$ cat src/rtl/ex_muldiv_unit.sv
// Iterative RV32M multiply/divide unit for the EX stage: shift-add multiply and
// restoring divide, one bit per cycle, with a one-cycle fast path for divide corner cases.
module ex_muldiv_unit #(
  parameter int XLEN  = 32,
  parameter int CNT_W = 6
) (
  input  logic            clk,
  input  logic            reset_n,
  input  logic            start,
  input  logic            flush,
  input  logic [2:0]      funct3,
  input  logic [XLEN-1:0] op_a,
  input  logic [XLEN-1:0] op_b,
  input  logic [4:0]      rd_in,
  output logic            stall_req,
  output logic            done,
  output logic [XLEN-1:0] result,
  output logic [4:0]      rd_out
);

  typedef enum logic [1:0] {IDLE = 2'd0, CALC = 2'd1, DONE = 2'd2} state_e;

  localparam logic [2:0] F_MUL    = 3'b000;
  localparam logic [2:0] F_MULH   = 3'b001;
  localparam logic [2:0] F_MULHSU = 3'b010;
  localparam logic [2:0] F_MULHU  = 3'b011;
  localparam logic [2:0] F_DIV    = 3'b100;
  localparam logic [2:0] F_DIVU   = 3'b101;
  localparam logic [2:0] F_REM    = 3'b110;
  localparam logic [2:0] F_REMU   = 3'b111;

  function automatic logic [XLEN-1:0] abs_if(input logic [XLEN-1:0] v, input logic en);
    abs_if = (en && v[XLEN-1]) ? (~v + XLEN'(1)) : v;
  endfunction

  state_e              state_q, state_d;
  logic [2:0]          f3_q, f3_d;
  logic [4:0]          rd_q, rd_d;
  logic [XLEN-1:0]     res_q, res_d;
  logic                done_q;
  logic [CNT_W-1:0]    cnt_q, cnt_d;
  logic                neg_q, neg_d;
  logic [XLEN-1:0]     a_q, a_d, b_q, b_d, quo_q, quo_d;
  logic [2*XLEN-1:0]   acc_q, acc_d;
  logic [XLEN:0]       rem_q, rem_d;

  logic                sgn_a_s, sgn_b_s, is_div_s, div_zero_s, ovf_s;
  logic [XLEN-1:0]     a_abs_s, b_abs_s, mul_add_s, rest_lo_s, quo_next_s, rem_fin_s;
  logic [XLEN-1:0]     quo_sgn_s, rem_sgn_s;
  logic [XLEN:0]       mul_sum_s, shifted_s, diff_s;
  logic [2*XLEN-1:0]   mul_next_s, prod_sgn_s;

  assign sgn_a_s    = (funct3 == F_MULH) || (funct3 == F_MULHSU) || (funct3 == F_DIV) || (funct3 == F_REM);
  assign sgn_b_s    = (funct3 == F_MULH) || (funct3 == F_DIV) || (funct3 == F_REM);
  assign is_div_s   = funct3[2];
  assign div_zero_s = (op_b == {XLEN{1'b0}});
  assign ovf_s      = ((funct3 == F_DIV) || (funct3 == F_REM)) &&
                      (op_a == {1'b1, {(XLEN-1){1'b0}}}) && (op_b == {XLEN{1'b1}});
  assign a_abs_s    = abs_if(op_a, sgn_a_s);
  assign b_abs_s    = abs_if(op_b, sgn_b_s);

  // Multiplier sits in the low half of acc and is consumed LSB first.
  assign mul_add_s  = acc_q[0] ? a_q : {XLEN{1'b0}};
  assign mul_sum_s  = {1'b0, acc_q[2*XLEN-1:XLEN]} + {1'b0, mul_add_s};
  assign mul_next_s = {mul_sum_s, acc_q[XLEN-1:1]};

  // A negative trial remainder (top bit set) is restored before the next shift.
  assign rest_lo_s  = rem_q[XLEN] ? (rem_q[XLEN-1:0] + b_q) : rem_q[XLEN-1:0];
  assign shifted_s  = {rest_lo_s, quo_q[XLEN-1]};
  assign diff_s     = shifted_s - {1'b0, b_q};
  assign quo_next_s = {quo_q[XLEN-2:0], ~diff_s[XLEN]};
  assign rem_fin_s  = diff_s[XLEN] ? shifted_s[XLEN-1:0] : diff_s[XLEN-1:0];

  assign prod_sgn_s = neg_q ? (~mul_next_s + (2*XLEN)'(1)) : mul_next_s;
  assign quo_sgn_s  = neg_q ? (~quo_next_s + XLEN'(1)) : quo_next_s;
  assign rem_sgn_s  = neg_q ? (~rem_fin_s + XLEN'(1)) : rem_fin_s;

  // Next-state, operand capture, iteration and result select.
  always_comb begin
    state_d = state_q;
    f3_d    = f3_q;
    rd_d    = rd_q;
    res_d   = res_q;
    cnt_d   = cnt_q;
    neg_d   = neg_q;
    a_d     = a_q;
    b_d     = b_q;
    quo_d   = quo_q;
    acc_d   = acc_q;
    rem_d   = rem_q;
    if (flush) begin
      state_d = IDLE;
    end else begin
      case (state_q)
        IDLE: begin
          if (start) begin
            f3_d  = funct3;
            rd_d  = rd_in;
            a_d   = a_abs_s;
            b_d   = b_abs_s;
            quo_d = a_abs_s;
            acc_d = {{XLEN{1'b0}}, b_abs_s};
            rem_d = {(XLEN+1){1'b0}};
            cnt_d = {CNT_W{1'b0}};
            neg_d = (sgn_a_s & op_a[XLEN-1]) ^ (sgn_b_s & (funct3 != F_REM) & op_b[XLEN-1]);
            if (is_div_s && div_zero_s) begin
              res_d   = funct3[1] ? op_a : {XLEN{1'b1}};
              state_d = DONE;
            end else if (ovf_s) begin
              res_d   = funct3[1] ? {XLEN{1'b0}} : {1'b1, {(XLEN-1){1'b0}}};
              state_d = DONE;
            end else begin
              state_d = CALC;
            end
          end else begin
            state_d = IDLE;
          end
        end
        CALC: begin
          cnt_d = cnt_q + CNT_W'(1);
          acc_d = mul_next_s;
          quo_d = quo_next_s;
          rem_d = diff_s;
          if (cnt_q == CNT_W'(XLEN-1)) begin
            state_d = DONE;
            case (f3_q)
              F_MUL:    res_d = prod_sgn_s[XLEN-1:0];
              F_MULH,
              F_MULHSU,
              F_MULHU:  res_d = prod_sgn_s[2*XLEN-1:XLEN];
              F_DIV:    res_d = quo_sgn_s;
              F_DIVU:   res_d = quo_next_s;
              F_REM:    res_d = rem_sgn_s;
              F_REMU:   res_d = rem_fin_s;
              default:  res_d = res_q;
            endcase
          end else begin
            state_d = CALC;
          end
        end
        DONE:    state_d = IDLE;
        default: state_d = IDLE;
      endcase
    end
  end

  // State and datapath registers.
  always_ff @(posedge clk or negedge reset_n) begin
    if (!reset_n) begin
      state_q <= IDLE;
      f3_q    <= 3'd0;
      rd_q    <= 5'd0;
      res_q   <= {XLEN{1'b0}};
      done_q  <= 1'b0;
      cnt_q   <= {CNT_W{1'b0}};
      neg_q   <= 1'b0;
      a_q     <= {XLEN{1'b0}};
      b_q     <= {XLEN{1'b0}};
      quo_q   <= {XLEN{1'b0}};
      acc_q   <= {(2*XLEN){1'b0}};
      rem_q   <= {(XLEN+1){1'b0}};
    end else begin
      state_q <= state_d;
      f3_q    <= f3_d;
      rd_q    <= rd_d;
      res_q   <= res_d;
      done_q  <= (state_d == DONE);
      cnt_q   <= cnt_d;
      neg_q   <= neg_d;
      a_q     <= a_d;
      b_q     <= b_d;
      quo_q   <= quo_d;
      acc_q   <= acc_d;
      rem_q   <= rem_d;
    end
  end

  assign stall_req = reset_n && (((state_q == IDLE) && start && !flush) || (state_q == CALC));
  assign done      = done_q;
  assign result    = res_q;
  assign rd_out    = rd_q;

endmodule

$ cat config.mk
export PLATFORM = sky130hd
export DESIGN_NAME = ex_muldiv_unit
export DESIGN_NICKNAME = d
export VERILOG_FILES = /design/src/rtl/ex_muldiv_unit.sv
export SDC_FILE = /design/constraint.sdc
export NUM_CORES = 1
export LEC_CHECK = 0
export CAP_MARGIN = 15
export CORE_ASPECT_RATIO = 1.5
export CORE_UTILIZATION = 40
export CTS_CLUSTER_SIZE = 20
export DETAILED_ROUTE_END_ITERATION = 10
export GPL_ROUTABILITY_DRIVEN = 0
export PLACE_DENSITY = 0.58
export REMOVE_ABC_BUFFERS = 1
export SYNTH_ARGS = -nofsm -noshare
export SYNTH_HDL_FRONTEND = slang
export SYNTH_SLANG_ARGS = --single-unit
$ cat constraint.sdc
create_clock -name clk -period 9.18 [get_ports clk]
set_clock_uncertainty 0.2 [all_clocks]
set_input_delay 1.836 -clock clk [delete_from_list [all_inputs] [get_ports clk]]
set_output_delay 1.836 -clock clk [all_outputs]
set_load 0.02 [all_outputs]
[Yosys cells after proc, flatten, opt, wreduce, memory -nomap -nowiden]
Cells that the tools add are included.
Cells by class
  muxes and demuxes: 30
  reductions and logical operators: 24
  bitwise logic cells: 11
  equal/unequal tests: 20
  add/sub/neg operators: 9
Operators by type and width (count)
  32-bit 2-to-1 mux: 14
  32-bit case mux with 6 select lines: 1
  32-bit by 1-bit adder with 32-bit output (second input constant): 4
  64-bit 2-to-1 mux: 2
  32-bit inverter: 4
  32-bit case mux with 2 select lines: 2
  64-bit case mux with 2 select lines: 1
  33-bit case mux with 2 select lines: 1
  64-bit by 1-bit adder with 64-bit output (second input constant): 1
  32-bit == test (second input constant): 2
  64-bit inverter: 1
  32-bit by 32-bit adder with 33-bit output: 1
  33-bit 2-to-1 mux: 1
  33-bit by 32-bit subtractor with 33-bit output: 1
  32-bit adder: 1
  32-bit zero test: 1
  3-bit == test (second input constant): 6
  6-bit case mux with 2 select lines: 1
  2-bit 2-to-1 mux: 5
  3-bit by 2-bit == test with 1-bit output (second input constant): 3
  1-bit logical AND: 8
  1-bit logical OR: 7
  6-bit by 1-bit adder with 6-bit output (second input constant): 1
  3-bit by 1-bit == test with 1-bit output (second input constant): 2
  other kinds (17): 23
Word-level totals
  output and inout bits: 39
  input port bits: 76
  register bits: 243

[Longest topological paths before layout]
  depth after elaboration: 10
  mapped depth: 31
  depth with buffers taken out: 29

[Worst setup path after synthesis]
Ideal clock, no wire load.
  path kind: register -> register
  start point: reg rem_q[32]
  end point: reg res_q[30], in the netlist result[30]
  cell stages (with the launch flop): 30
  arrival: 6.661 ns
  clock period less this slack: 6.996 ns
  data required time: 8.845 ns
  slack: 2.184 ns
  path buffers: 9
  cells stage by stage: dfrtp_1 clkbuf_1 clkbuf_1 clkbuf_1 buf_1 clkbuf_1 clkbuf_1 nor2_1 a21oi_1 ha_1 clkbuf_1 a21oi_1 o21ai_1 a22oi_1 a21oi_1 nor2_1 xnor3_1 clkbuf_1 buf_2 nand2_1 o21ai_1 ha_1 nand4_1 a2111oi_0 nand4_1 a22oi_1 a31oi_1 xnor2_1 a221oi_2 o31ai_1
Between the ends
  cells in the longest elaborated chain, start to end: 9
  elaborated cells between the ends (all ways): 13
Ends and longest elaborated chain
  start, declared: line 45  | logic [XLEN:0] rem_q, rem_d;
  start signal, assigned: line 161  | rem_q <= {(XLEN+1){1'b0}};
  start signal, assigned: line 174  | rem_q <= rem_d;
  32-bit 2-to-1 mux (*): line 68  | assign rest_lo_s = rem_q[XLEN] ? (rem_q[XLEN-1:0] + b_q) : rem_q[XLEN-1:0];
  33-bit by 32-bit subtractor with 33-bit output: line 70  | assign diff_s = shifted_s - {1'b0, b_q};
  32-bit 2-to-1 mux or 1-bit inverter (tied branches): line 72, 71
  32-bit inverter (on tied branches): line 76, 75
  32-bit by 1-bit adder with 32-bit output (on tied branches): line 76, 75
  32-bit 2-to-1 mux (on tied branches): line 76, 75
  32-bit case mux with 6 select lines (*): line 126  | case (f3_q)
  32-bit 2-to-1 mux (*): line 124  | if (cnt_q == CNT_W'(XLEN-1)) begin
  32-bit case mux with 2 select lines (*): line 94  | case (state_q)
  end signal, assigned: line 153  | res_q <= {XLEN{1'b0}};
  end signal, assigned: line 166  | res_q <= res_d;
  end, declared: line 39  | logic [XLEN-1:0] res_q, res_d;
Every way passes the cells marked *; elsewhere a longest branch is shown, timed or not. The select of a mux whose other input is x is not followed.
A chain may end at the register's enable or synchronous reset.

[Worst setup path after layout]
  start point: reg b_q[0]
  end point: reg res_q[6], in the netlist result[6]
Between the ends
  cells in the longest elaborated chain, start to end: 10
  elaborated cells between the ends (all ways): 14
Ends and longest elaborated chain
  start, declared: line 43  | logic [XLEN-1:0] a_q, a_d, b_q, b_d, quo_q, quo_d;
  start signal, assigned: line 158  | b_q <= {XLEN{1'b0}};
  32-bit adder: line 68
  32-bit 2-to-1 mux: line 68
  33-bit by 32-bit subtractor with 33-bit output: line 70
  32-bit 2-to-1 mux or 1-bit inverter (tied branches): line 72, 71
  32-bit inverter (on tied branches): line 76, 75
  32-bit by 1-bit adder with 32-bit output (on tied branches): line 76, 75
  32-bit 2-to-1 mux (on tied branches): line 76, 75
  32-bit case mux with 6 select lines (*): line 126
  32-bit 2-to-1 mux (*): line 124
  32-bit case mux with 2 select lines (*): line 94
Marks and branches as above.

==> flow_summary.ini <==
[pwr]
leakage_nw = 10.4
ir_drop_v = 0.000233
power_density_mw_per_mm2 = 365
p_total_w = 0.00918

[clock_tree]
cts_tree = built
cts-root-buf = clkbuf_16
htreeDepth = 1
cts_made_buffers = 28
cts_hold_buf = 0
cts_resized = 0
cts_setup_buffers = 0
clock_latency_ps = 580
clk_pin_slew_worst_paths_ps = 60
cts.sinks = 243
max-clock-path-buffers = 3

[critical_path]
start_kind = register
cp.arrival_ps = 8820
cp-end-kind = register
ff2ff_setup_slack_ps = 590
worst-setup-path-type = reg2reg
crit_required_ps = 9410
worstPathMaxFanout = 26

[global_route]
met2_usage = 0.577
grt_busiest_layer = met2
grt_util_met1 = 0.363
grt_use_met3 = 0.0708
grt_pass1_vias = 23000
grt_max_degree = 83
grt_pass1_wl_mm = 145
grt_overflow = 0
antenna_found_initial = 7
grt_usage = 0.338

[logic_synthesis]
synth_top_area_share = 0.272
avgSynthCellArea_sq_um = 7.71
yosys-top-cells-area = dfrtp_1, ha_1, a21oi_1, nand2_1, o21ai_0
ys_warn_count = 0
synthDistinctLibCells = 103
synth_compound_area_frac = 0.295
synth_xor_area_frac = 0.0889
synth_area_sq_mm = 0.0223
synth_top_family_by_area = compound AO/OA/AOI/OAI gates
synth.mux.area_fraction = 0.0195
synth-seq-area-share = 0.272
synth-main-ff-cell = dfrtp_1
synthCells = 2893
yosys.area_share.simple = 0.220
async_flop_share = 1.00
synth_edf_count = 0
synth_fa_ha_area_frac = 0.0599
ys_ff_latch = 243
synth_top_area_cell = dfrtp_1

[placement]
io_buffers = 114
dp_hpwl_mm = 73.6
dp_slack_ps = 879

[drt]
vias = 23700
wl_mm = 97.2
drc_errors = 0
drtIter0Drc = 2085
wl_per_cell_um = 26.7
postRouteAntennaNets = 0
firstDrtPassIters = 6
drt-vias-per-instance = 6.50

[timing]
fin_crit_ps = 8590
period_share = 0.936
fin_ws_ps = 586
setup_viol = 0
worstMarginPinSlew_ps = 1200
fin_setup_tns_ps = 0
fmax_mhz = 116
slew_headroom = 0.198
drv_slew = 0
rsz0062_at_grt = false
hold_viol = 0

[min_path]
worstHoldPathType = reg2reg

[floorplan]
die_y_um = 291
std_cell_rows = 105
pin_count = 115
initial_core_util = 0.406
dieArea_sq_mm = 0.0568
die_w_um = 195
core_sq_mm = 0.0549

[cells_and_area]
layout.nets = 3107
seq_area_sq_mm = 0.00608
drive_above_1_share = 0.0631
multi_input_area_sq_mm = 0.0153
fillCellCount = 5445
syn2layout_area_growth_pct = 12.7

[flow_run]
drv_cap = 0

[outcome]
status = completed
-- Yosys cell counts, drive strengths merged (11+ instances only) --
| cell | instances |
|---|---|
| mux2i | 30 |
| or4 | 18 |
| o21a | 23 |
| or2 | 22 |
| mux2 | 12 |
| o22ai | 26 |
| inv | 97 |
| a221oi | 15 |
| o2111ai | 11 |
| nand2b | 33 |
| nor2 | 271 |
| nand2 | 315 |
| o41ai | 21 |
| and2 | 46 |
| dfrtp | 243 |
| nor3 | 70 |
| or3 | 34 |
| a21oi | 255 |
| o211ai | 29 |
| buf | 21 |
| nand3 | 54 |
| nor4 | 22 |
| xor2 | 106 |
| ha | 102 |
| and3 | 21 |
| nand4 | 39 |
| o21ai | 275 |
| a21o | 45 |
| xnor2 | 118 |
| nor2b | 16 |
| a211oi | 37 |
| a22o | 37 |
| o31ai | 48 |
| clkbuf | 140 |
| a221o | 26 |
| a31oi | 40 |
-- registers in the layout, indices dropped and copies added (netlist names), 2 cells and up --
signal,cells
state_q,2
quo_q,32
rem_q,33
rd_out,5
a_q,32
result,32
f3_q,3
b_q,32
cnt_q,6
acc_q,64
-- cell usage in the layout (no fill, tap or decap), types with 18 or more instances in the layout --
cell type,Yosys,layout
a211oi_1,34,34
a21o_1,45,45
a21oi_1,252,251
a221o_1,26,26
a22o_1,37,37
a31oi_1,40,40
and2_1,46,46
and3_1,21,21
buf_4,0,46
clkbuf_16,0,29
clkdlybuf4s50_1,0,113
dfrtp_1,243,241
ha_1,102,102
inv_1,96,96
mux2i_1,30,30
nand2_1,314,314
nand2b_1,33,33
nand3_1,54,54
nand4_1,38,38
nor2_1,270,267
nor3_1,66,66
nor4_1,20,19
o211ai_1,29,29
o21a_1,23,23
o21ai_0,233,233
o21ai_1,41,40
o22ai_1,26,26
o31ai_1,48,48
o41ai_1,18,18
or2_2,19,19
or3_1,32,32
xnor2_1,118,118
xor2_1,106,106
-- critical path, cell delays in order (launching register included) --
cell and delay (ps):
dfrtp_1 400, ha_1 250, fa_1 450, a211oi_1 370, o21a_1 280, o22ai_1 190
o21ai_0 250, nand2b_1 80, a221oi_1 740, inv_1 100, ha_1 390, a21oi_1 230
o21ai_0 130, a21oi_1 290, o221ai_1 160, nor2_1 290, xnor3_2 670, clkinv_2 330
mux2_2 330, ha_1 230, and3_1 200, and2_1 120, mux2_2 160, nor2_1 50
xnor2_1 920, o21ai_0 360, nand2_1 150, a31oi_1 80
-- where the power goes --
group | leakage (nW) | internal, W | switching [W]
Sequential | 3.11 | 0.00127 | 0.000251
Clock | 0.486 | 0.000737 | 0.000501
Combinational | 6.80 | 0.00203 | 0.00439
Total | 10.4 | 0.00404 | 0.00515
-- layer usage --
layer  part of all wire  wire length (um)
met4              0.090              8760
met3              0.081              7870
met1               0.35             33900
met2               0.48             46600
met5            0.00064                62
-- path summary, 6_finish.rpt --
kind,start,endpoint,cells after the start
setup / recovery,b_q[0],result[6],27
hold / removal,rd_out[4],rd_out[4],2
hold reg to reg,rd_out[4],rd_out[4],2
min in group asynchronous,reset_n,acc_q[63],1
setup reg to reg,b_q[0],result[6],27
max in group asynchronous,reset_n,neg_q,3
-- cell type report --
| class | instances | share of cell area |
|---|---|---|
| diodes | 1 | 0.0000995 |
| multi-input cells | 2389 | 0.608 |
| flip-flops and latches | 243 | 0.242 |
| inverters | 100 | 0.0150 |
| well taps | 695 | 0.0346 |
| clock buffers | 39 | 0.0327 |
| clock inverters | 13 | 0.00701 |
| repair buffers | 164 | 0.0603 |
-- per-stage QoR --
stage	cells	area [sq um]	hold slack [ps]	utilization
after CTS	3638	25100	277	0.457
final	3644	25200	271	0.458
after detailed placement	3586	24100	262	0.439
after global routing	3643	25100	304	0.458
after floorplan	2732	21700	242	-
after global placement	3586	24100	255	0.439
-- cell families after synthesis --
group,after synthesis
xor gates and xnor gates,225
muxes,42
DFF,243
and+or+nand+nor,1007
AOI/OAI and AO/OA,1010
adders and majority gates,105
buffers and inverters,261
Power figures use the tool's default switching activity.
==> RTL edit 1, RTL diff (config.mk and constraints unchanged) <==
The parameter `XLEN` goes from 32 to 16.
--- a/src/rtl/ex_muldiv_unit.sv
+++ b/src/rtl/ex_muldiv_unit.sv
@@ -1,7 +1,7 @@
 // Iterative RV32M multiply/divide unit for the EX stage: shift-add multiply and
 // restoring divide, one bit per cycle, with a one-cycle fast path for divide corner cases.
 module ex_muldiv_unit #(
-  parameter int XLEN  = 32,
+  parameter int XLEN  = 16,
   parameter int CNT_W = 6
 ) (
   input  logic            clk,
Ports: changed (resized op_a, op_b and result); port bits go from 115 to 67. No check against the original RTL was run, so the function may have changed too.
==> RTL edit 1 against the unedited design <==
- worst setup slack gained 1500 ps
- final area shrank 50%
- synthesized area shrank 51%
- total power shrank 57%
- sequential cell count shrank 112
- final cell count shrank 53%
- routed wire length shrank 62%
- largest power group unchanged
==> RTL edit 1: results (changes against the unedited design) <==
- Run status: finished clean
- Crit path arrival time: 7180 ps (-1640 ps)
- DR WL met2: 18.0 mm (-61%)
- Seq/Total Area, Yosys: 30.1% (+2.9 points)
- First-pass GRT wire length: 58.3 mm (-60%)
- Clock net power: 0.714 mW (-42%)
- GR Layer Usage met3: 3.32% (-3.8 points)
- Final worst-path cycle share: 76.9% (-17 points)
- Slowest stage delay, CP: 730 ps (-190 ps)
- Via count: 10410 (-56%)
- DP HPWL: 27.8 mm (-62%)
- Hold Path Stages: 1 (-1)
- Hold slack: 270 ps (-0.863 ps)
- Rel. slew slack: 31.0% (+11 points)
- CTS max path bufs: 2 (-1)
- DR WL/cell: 21.4 um (-20%)
- Antenna violations before repair: 0 (-7)
- WHS Endpoint: a_q[9]
- Adder-cell share of the synthesized area: 6.77% (+0.78 points)
- Layout cells sized above 1: 5.58% (-0.73 points)
- Number of buffers added on ports: 66 (-42%)
- Total track usage: 27.8% (-6.0 points)
- CTS buffer count: 17 (-39%)
- Top layer in use: met4
- Synth Area in Compound Gates: 28.7% (-0.74 points)
- Reg2Reg Setup Slack: 2120 ps (+1540 ps)
- Reg-to-Reg End: result[14]
- Router iterations before antenna repair: 5 (-1)
- H-tree depth: 4 (+3)
- CP Max Fanout: 8 (-69%)
- Clk Latency, worst-skew pair: 440 ps (-140 ps)
- Ant diodes: 0 (-1)
- Fin nets: 1469 (-53%)
- Hold wc startpoint: a_q[9]
- Gate power share: 61.4% (-8.5 points)
- Synth cell types: 74 (-28%)
==> RTL edit 1: cell types whose count changed in the layout (fill, tap and decap cells not counted), moves of 54 or more <==
| cell | delta |
|---|---|
| nand2_1 | -176 |
| o21ai_0 | -103 |
| xor2_1 | -54 |
| xnor2_1 | -62 |
| a21oi_1 | -160 |
| dfrtp_1 | -110 |
| nor2_1 | -162 |
==> RTL edit 1: cell type report <==
cell class	count	area, um^2
flip-flops and latches	131	3280
clock buffers	18	429
multi-input cells	1087	7190
repair buffers	83	790
inverters	48	180
fillers	2610	14100
well taps	337	422
clock inverters	14	171
==> RTL edit 1: through the flow <==
step	setup WS [ps]	utilization [%]	area (um^2)	std cells	total power, mW
2_1_floorplan	2480	-	10600	1266	2.56
3_3_place_gp	2360	44.6	11900	1686	3.22
3_5_place_dp	2200	44.6	11900	1686	3.23
4_1_cts	2160	46.9	12500	1718	3.96
5_1_grt	1750	46.9	12500	1718	4.29
6_report	2120	46.9	12500	1718	3.99
==> RTL edit 2, RTL diff (same settings) <==
Made on the original files. Take the reset off `rd_q` and load it in a clocked block of its own.
--- a/src/rtl/ex_muldiv_unit.sv
+++ b/src/rtl/ex_muldiv_unit.sv
@@ -149,7 +149,6 @@
     if (!reset_n) begin
       state_q <= IDLE;
       f3_q    <= 3'd0;
-      rd_q    <= 5'd0;
       res_q   <= {XLEN{1'b0}};
       done_q  <= 1'b0;
       cnt_q   <= {CNT_W{1'b0}};
@@ -162,7 +161,6 @@
     end else begin
       state_q <= state_d;
       f3_q    <= f3_d;
-      rd_q    <= rd_d;
       res_q   <= res_d;
       done_q  <= (state_d == DONE);
       cnt_q   <= cnt_d;
@@ -175,6 +173,10 @@
     end
   end
 
+  always_ff @(posedge clk) begin
+    rd_q <= rd_d;
+  end
+
   assign stall_req = reset_n && (((state_q == IDLE) && start && !flush) || (state_q == CALC));
   assign done      = done_q;
   assign result    = res_q;
Behaviour: not the same (Yosys sat finds a counterexample within 4 cycles, from zero or initial values and one cycle with reset_n low).
==> RTL edit 2 against the unedited design <==
- final area is 0.57% lower
- first-iteration DRC count shrank 20%
- critical path depth unchanged
- global-route usage decreased by 3.6 points
- routed wire length down 9.6%
- synthesized area barely moved
- sequential cell count unchanged
- worst setup slack better by 140 ps
- sequential power rose by 3%
- fmax is 1.7% higher
- total power down 5.6%
==> RTL edit 2: results (changes against the unedited design) <==
- DR WL/cell: 24.6 um (-7.9%)
- Fin nets: 3037 (-2.3%)
- Largest cells by area after synthesis: dfrtp_1 27%, ha_1 5.7%, o21ai_0 5.5%, a21oi_1 5.5%, nand2_1 4.4%
- Post-synth ARST share: 97.9% (-2.1 points)
- Vias in the first global route: 22379 (-2.6%)
- Via count: 22900 (-3.2%)
- CP Max Fanout: 9 (-65%)
- Post-synth EDFFs: 5 (+5)
- Peak supply drop: 0.247 mV (+6.0%)
- Slowest stage delay, CP: 690 ps (-230 ps)
- Cell count after placement: 3520 (-1.8%)
- CTS buffer count: 29 (+3.6%)
- Antenna violations before repair: 1 (-6)
- Number of buffers added on ports: 114 (unchanged)
- Layout cells sized above 1: 5.87% (-0.44 points)
- Met1 WL: 33.0 mm (-2.6%)
- Seq/Total Area, Yosys: 27.4% (+0.10 points)
- Leakage: 10.6 nW (+1.9%)
- Total track usage: 30.2% (-3.6 points)
- Placement Cell Area: 24000 um^2 (-0.49%)
- First-pass GRT wire length: 133 mm (-7.9%)
- Mapped Cells: 2839 (-1.9%)
- DR WL met2: 43.1 mm (-7.4%)
- Clock group share of total power: 14.6% (+1.1 points)
- CP max-delay cell: nor4_2
- Initial drt markers: 1665 (-20%)
- Routed vias/inst: 6.41 (-1.3%)
- Metal3 WL: 5.28 mm (-33%)
- Psw: 4.51 mW (-12%)
- Ant diodes: 0 (-1)
- Worst-margin pin slew: 1170 ps (-34.9 ps)
- Clk root buf: clkbuf_16
- Largest net degree at the start of global routing: 122 (+47%)
- Tot Pwr: 8.66 mW (-5.6%)
- CP top delay family: simple AND/OR/NAND/NOR gates
- Post_cts resized: 0 (unchanged)
- Crit path arrival time: 8720 ps (-100 ps)
- DP HPWL: 66.5 mm (-9.7%)
- Run status: finished clean
-- RTL edit 2: cell count changes in the layout (fill, tap and decap cells not counted), moves of 12 or more --
cell / unedited run / this run
nand2_1: 314 / 260
o21ai_1: 40 / 2
a22o_1: 37 / 60
nor2_1: 267 / 247
a21o_1: 45 / 64
inv_1: 96 / 81
o21ai_0: 233 / 246
mux2i_1: 30 / 42
xnor2_1: 118 / 106
-- RTL edit 2: path summary, 6_finish.rpt --
kind                               from         end  slack (ps)  cells past startpoint
worst max-delay path             b_q[0]  result[28]         730                     27
worst min-delay path            a_q[22]     a_q[22]         270                      2
worst max register to register   b_q[0]  result[28]         730                     27
worst min register to register  a_q[22]     a_q[22]         270                      2
max in group asynchronous       reset_n       neg_q        6310                      2
min in group asynchronous       reset_n      a_q[9]        1160                      1
-- RTL edit 2: layout make-up --
class	count	area, um^2	share of cell area, %
clock buffers	30	739	2.96
clock inverters	24	270	1.08
inverters	85	319	1.28
multi-input cells	2344	15200	61.0
flip-flops and latches	243	6110	24.4
well taps	695	870	3.48
repair buffers	153	1450	5.80
-- RTL edit 2: metal layers --
layer  up-vias  global-route usage (%)
li1      10571                       -
met3       281                    3.41
met4         2                    19.8
met1     11063                    34.8
met2       983                    52.6
met5         -                       0
-- RTL edit 2: logic make-up (layout without fill, tap and decap cells) --
family | after synthesis | in the layout | synth area share [%]
compound gates | 989 | 989 | 29.0
simple gates | 974 | 974 | 22.0
buf+inv | 252 | 292 | 4.51
flops | 243 | 243 | 27.4
xor+xnor | 218 | 218 | 8.55
fa+ha+maj | 105 | 105 | 5.99
mux | 58 | 58 | 2.69
-- RTL edit 2: tightest hold or removal path, cell delays in order (launching register included) --
cell,delay (ps)
dfrtp_1,330
nand2_1,50
o21ai_0,60
